<file path="src/rtl/alu16_seq.sv">
// ---------------------------------------------------------------------------
// alu16_seq -- built-in self-test sequencer for a 16-bit ALU.
//
// Steps a fixed 13-entry vector table onto the ALU operand/opcode outputs,
// waits one settle cycle per vector, then folds the ALU result and flags into
// a 16-bit MISR. When all vectors are consumed it parks in DONE and flags
// pass when the signature matches golden_sig.
//
// Handshake: start is a level-sampled request with no ready/ack. It is only
// acted on in IDLE or DONE; while busy it is ignored. A run takes 26 edges
// after the start edge (2 per vector).
//
// Ports:
//   clk        - system clock, rising edge
//   reset      - asynchronous, active-high reset
//   start      - run request (sampled in IDLE/DONE only)
//   golden_sig - expected final signature (unregistered)
//   Y, N, Z, C - ALU result and negative/zero/carry flags
//   R, S       - registered ALU operands
//   Alu_Op     - registered ALU opcode (equals the vector index)
//   busy       - high in SETTLE and SAMPLE
//   done       - high in DONE
//   pass       - done AND signature == golden_sig (combinational)
//   signature  - running MISR value
//   count      - index of the current vector, 0..12
//   state_dbg  - current FSM state encoding for observation
// ---------------------------------------------------------------------------
module alu16_seq (
  input  logic        clk,
  input  logic        reset,
  input  logic        start,
  input  logic [15:0] golden_sig,
  input  logic [15:0] Y,
  input  logic        N,
  input  logic        Z,
  input  logic        C,
  output logic [15:0] R,
  output logic [15:0] S,
  output logic [3:0]  Alu_Op,
  output logic        busy,
  output logic        done,
  output logic        pass,
  output logic [15:0] signature,
  output logic [3:0]  count,
  output logic [1:0]  state_dbg
);

  typedef enum logic [1:0] {
    IDLE   = 2'd0,
    SETTLE = 2'd1,
    SAMPLE = 2'd2,
    DONE   = 2'd3
  } state_t;

  localparam logic [3:0]  LAST_IDX = 4'd12;
  localparam logic [15:0] SIG_SEED = 16'hFFFF;

  state_t      state_q, state_d;
  logic [15:0] r_q, r_d;
  logic [15:0] s_q, s_d;
  logic [3:0]  op_q, op_d;
  logic [3:0]  count_q, count_d;
  logic [15:0] sig_q, sig_d;
  logic [3:0]  next_idx;
  logic [15:0] misr_next;

  // Vector table: {R, S}. Indices 13..15 are never selected.
  function automatic logic [31:0] vec_entry(input logic [3:0] k);
    case (k)
      4'd0:    vec_entry = {16'hAA55, 16'h55AA};
      4'd1:    vec_entry = {16'hCCCC, 16'h3333};
      4'd2:    vec_entry = {16'hC3C3, 16'h3C3C};
      4'd3:    vec_entry = {16'hB4B4, 16'h4B4B};
      4'd4:    vec_entry = {16'hD2D2, 16'h2D2D};
      4'd5:    vec_entry = {16'hE1E1, 16'h1E1E};
      4'd6:    vec_entry = {16'hF0F0, 16'h0F0F};
      4'd7:    vec_entry = {16'h1111, 16'hEEEE};
      4'd8:    vec_entry = {16'hBBBB, 16'h4444};
      4'd9:    vec_entry = {16'hAAAA, 16'h5555};
      4'd10:   vec_entry = {16'h4040, 16'h0404};
      4'd11:   vec_entry = {16'hF7F7, 16'hEFEF};
      4'd12:   vec_entry = {16'hABCD, 16'hDCBA};
      default: vec_entry = 32'h0;
    endcase
  endfunction

  assign next_idx = count_q + 4'd1;

  // Shift with feedback taps 15,14,12,3, then fold in the ALU result and flags.
  assign misr_next = {sig_q[14:0], sig_q[15] ^ sig_q[14] ^ sig_q[12] ^ sig_q[3]}
                     ^ Y ^ {13'b0, N, Z, C};

  always_comb begin
    state_d = state_q;
    r_d     = r_q;
    s_d     = s_q;
    op_d    = op_q;
    count_d = count_q;
    sig_d   = sig_q;
    case (state_q)
      IDLE, DONE: begin
        if (start) begin
          {r_d, s_d} = vec_entry(4'd0);
          op_d       = 4'd0;
          count_d    = 4'd0;
          sig_d      = SIG_SEED;
          state_d    = SETTLE;
        end
      end
      SETTLE: begin
        state_d = SAMPLE;
      end
      SAMPLE: begin
        sig_d = misr_next;
        if (count_q == LAST_IDX) begin
          state_d = DONE;
        end else begin
          count_d    = next_idx;
          {r_d, s_d} = vec_entry(next_idx);
          op_d       = next_idx;
          state_d    = SETTLE;
        end
      end
      default: state_d = IDLE;
    endcase
  end

  always_ff @(posedge clk or posedge reset) begin
    if (reset) begin
      state_q <= IDLE;
      r_q     <= 16'h0;
      s_q     <= 16'h0;
      op_q    <= 4'h0;
      count_q <= 4'h0;
      sig_q   <= SIG_SEED;
    end else begin
      state_q <= state_d;
      r_q     <= r_d;
      s_q     <= s_d;
      op_q    <= op_d;
      count_q <= count_d;
      sig_q   <= sig_d;
    end
  end

  assign R         = r_q;
  assign S         = s_q;
  assign Alu_Op    = op_q;
  assign count     = count_q;
  assign signature = sig_q;
  assign busy      = (state_q == SETTLE) || (state_q == SAMPLE);
  assign done      = (state_q == DONE);
  assign pass      = done && (sig_q == golden_sig);
  assign state_dbg = state_q;

endmodule

</file>
<file path="config.mk">
export PLATFORM = sky130hd
export DESIGN_NAME = alu16_seq
export DESIGN_NICKNAME = d
export VERILOG_FILES = /design/src/rtl/alu16_seq.sv
export SDC_FILE = /design/constraint.sdc
export NUM_CORES = 1
export LEC_CHECK = 0
export CORE_MARGIN = 2
export CORE_UTILIZATION = 40
export DETAILED_ROUTE_END_ITERATION = 10
export PLACE_DENSITY = 0.78
export SYNTH_ARGS = -nofsm -noshare
export SYNTH_HDL_FRONTEND = slang
export SYNTH_SLANG_ARGS = --single-unit
export TNS_END_PERCENT = 100
</file>
<file path="constraint.sdc">
create_clock -name clk -period 4.6 [get_ports clk]
set_input_delay 1.15 -clock clk [delete_from_list [all_inputs] [get_ports clk]]
set_output_delay 1.15 -clock clk [all_outputs]
set_load 0.02 [all_outputs]
</file>
==> results.yml <==
outcome:
  status: "completed"
timing:
  setup_violations: 0
  max_freq_mhz: 240
  report.final.hold_viol_count: 0
  period_needed_ns: 4.17
  finalSetupTns_ns: 0
  final.hold.worst_slack_ns: 0.487
  worst_slew_pin_slew_ns: 1.10
  drv_slew: 0
  share_of_the_clock_period_used_by_the_worst_path_after_layout_pct: 90.6
  grt_setup_unrepaired: "no"
  slew_headroom_pct: 26.5
  skew_ns: 0.0144
floorplanning:
  placementRows: 33
  floorplan.initialDensity_pct: 41.1
  die-area_mm2: 0.00915
  die-height_um: 95.6
  io_pins: 99
  placeableCoreArea_mm2: 0.00818
  die_width_um: 95.6
logic_synthesis:
  synth_simple_gate_area_share_pct: 11.4
  post_synth_mux_area_share_pct: 5.70
  synth-compound-area-share_pct: 20.1
  netlist.top_cell.by_area: "dfrtp_1"
  synth_top_family_by_area: "compound AO/OA/AOI/OAI gates"
  synth_edf_count: 0
  yosysSeqAreaShare_pct: 40.8
  synthCells: 342
  yosys-top-cells-count: "38 x dfrtp_1, 26 x nand2_1, 24 x a21oi_1, 24 x o21ai_0, 21 x xnor2_1"
  post_synth_num_cell_types: 47
  yosysMostFrequentCell: "dfrtp_1"
  syn-mean-instance-area_um2: 9.82
  most_used_flip_flop_cell_after_synthesis: "dfrtp_1"
  synth_top_cells_by_area: "dfrtp_1 28%, dfstp_2 13%, xnor2_1 5.5%"
  ys_ff_latch: 54
  syn_nets: 391
  ys.warnings.count: 0
  synth_largest_type_area_fraction_pct: 28.3
  post_synth_fa_ha_maj_area_fraction_pct: 4.10
  synth_xor_area_share_pct: 12.1
  postSynth.asyncResetShare_pct: 100
  syn_std_cell_area_mm2: 0.00336
cts:
  cts_tree: "built"
  cts_buffers: 5
  clock_sinks: 54
  worstSkewPairLatency_ns: 0.31
  cts_resized: 0
  cts_root_buf: "clkbuf_8"
  cts_buffer_depth: 2
  cts.reportedPaths.clkPinSlew_ns: 0.09
  hold_buffers: 0
  h-tree-depth: 2
  setup_bufs_post_cts: 0
worst_setup_path:
  cp-end-kind: "primary output"
  timing.critical_path.required_ns: 3.45
  critPathMaxFanout: 1
  worstPathArrival_ns: 3.02
  regToRegStartpoint: "count[0]$_DFFE_PP0P_"
  reg2reg_slack_ns: 1.60
  criticalPathCategory: "input pin to primary output"
  kind_of_start_point_of_the_critical_path: "input pin"
  worst_reg2reg_endpoint: "R[9]$_DFFE_PP0P_"
  r2r_cell_count: 6
routing:
  route.final.wire_length_um: 8560
  detail_route.drc_violations: 0
  via_per_inst: 5.48
  drt.antenna.violating_nets: 0
  avgRoutedWirePerCell_um: 16.2
  first_iter_violations: 119
  num_vias: 2904
  firstDrtPassIters: 4
placement:
  gp_routability_congestion: 0.830
  hpwlAfterDp_um: 6230
  port_buffers: 98
  placed_cell_area_mm2: 0.00435
final_layout:
  final_design_area_no_fill_mm2: 0.00446
  n_antenna_cell: 0
  design.final.nets: 473
  layout-area-overhead-vs-synth_pct: 32.7
  ratio_of_cells_with_drive_above_1_in_the_final_layout_pct: 8.71
hold_path:
  min_from: "S[6]$_DFFE_PP0P_"
  hold_path.class: "flip-flop to flip-flop"
  min_delay_endpoint: "S[6]$_DFFE_PP0P_"
  holdPathStages: 2
global_route:
  grt_pass1_wl_um: 14000
  overflow: 0
  grt_max_degree: 55
  global_route.usage.total_pct: 19.4
  first_global_vias: 2916
  antenna_found_initial: 0
flow_run:
  max_cap_viol_count: 0
power_and_ir_drop:
  fin_total_pwr_mw: 2.51
  p_leak_nw: 1.70
  power_density_mw_per_mm2: 563
  irDropWorstVdd_mv: 0.275
## stage by stage
| stage | instances | worst slack, ns | utilization [%] |
|---|---|---|---|
| 2_1_floorplan | 342 | 1.11 | - |
| 3_3_place_gp | 522 | 0.463 | 53.2 |
| 3_5_place_dp | 522 | 0.433 | 53.2 |
| 4_1_cts | 530 | 0.409 | 54.5 |
| 5_1_grt | 530 | 0.315 | 54.5 |
| 6_report | 530 | 0.432 | 54.5 |
## final cells by class
cell class | count | area (um^2)
Clock buffer | 6 | 72.6
Tap cell | 105 | 131
Multi-Input combinational cell | 251 | 1800
Fill cell | 732 | 3720
Timing Repair Buffer | 101 | 1000
Inverter | 11 | 41.3
Clock inverter | 2 | 38.8
Sequential cell | 54 | 1370
## cell usage in the layout, fill, tap and decap left out, types with 3 or more instances in the layout
| cell | Yosys | routed |
|---|---|---|
| nor3_1 | 6 | 5 |
| dfstp_2 | 16 | 16 |
| dfrtp_1 | 38 | 38 |
| a31oi_1 | 6 | 6 |
| clkdlybuf4s50_1 | 0 | 98 |
| nand4_1 | 3 | 3 |
| ha_1 | 11 | 11 |
| nor2_1 | 17 | 17 |
| a21oi_1 | 24 | 24 |
| o21ai_0 | 24 | 24 |
| o32a_1 | 3 | 3 |
| mux2i_1 | 18 | 18 |
| o22ai_1 | 14 | 14 |
| inv_1 | 11 | 10 |
| nand2_1 | 26 | 26 |
| nor2b_1 | 8 | 8 |
| xor2_1 | 18 | 18 |
| buf_4 | 5 | 3 |
| o22a_1 | 9 | 9 |
| clkbuf_8 | 0 | 5 |
| a32o_1 | 3 | 3 |
| xnor2_1 | 21 | 21 |
| a22o_1 | 6 | 6 |
| nand3_1 | 3 | 3 |
| nand2b_1 | 6 | 6 |
## registers in the layout (all words and copies together), names as in the netlist
register,flops
state_dbg,2
count,4
S,16
R,16
signature,16
## routing by layer
metal  global-route usage [%]  vias up  part of all wire, %
met4                     5.83        0                  1.3
met5                        0        -                    0
li1                         -     1381                    -
met1                     23.7     1392                   42
met3                     5.53        9                  8.5
met2                     32.9      122                   49
## power breakdown
part | switching [mW] | internal (mW) | total, mW
clock | 0.159 | 0.164 | 0.323
combinational | 0.751 | 0.623 | 1.37
sequential | 0.164 | 0.648 | 0.812
total | 1.07 | 1.43 | 2.51
## how the worst max path moves through the flow
| stage | endpoint | slack [ns] | startpoint | cells past startpoint |
|---|---|---|---|---|
| 4_1_cts | pass | 0.41 | golden_sig[15] | 6 |
| 3_5_place_dp | pass | 0.43 | golden_sig[15] | 6 |
| 5_1_grt | pass | 0.31 | golden_sig[15] | 6 |
| 6_report | pass | 0.43 | golden_sig[15] | 6 |
| 2_1_floorplan | pass | 1.11 | golden_sig[15] | 4 |
| 3_3_place_gp | pass | 0.46 | golden_sig[15] | 6 |
## worst max-delay path, stage by stage
cell and delay [ns]:
clkdlybuf4s50_1 0.42, xor2_1 0.16, nor4_1 0.27, nand4_1 0.12, nor4_1 0.26, clkdlybuf4s50_1 0.65
## cells by family (layout without fill, tap and decap cells)
kind of cell / count (synthesis) / count (layout)
compound gates: 102 / 102
xor+xnor: 42 / 42
fa+ha+maj: 11 / 11
buf+inv: 37 / 120
flops: 54 / 54
mux: 19 / 19
simple gates: 77 / 77
Power figures use the tool's default switching activity.
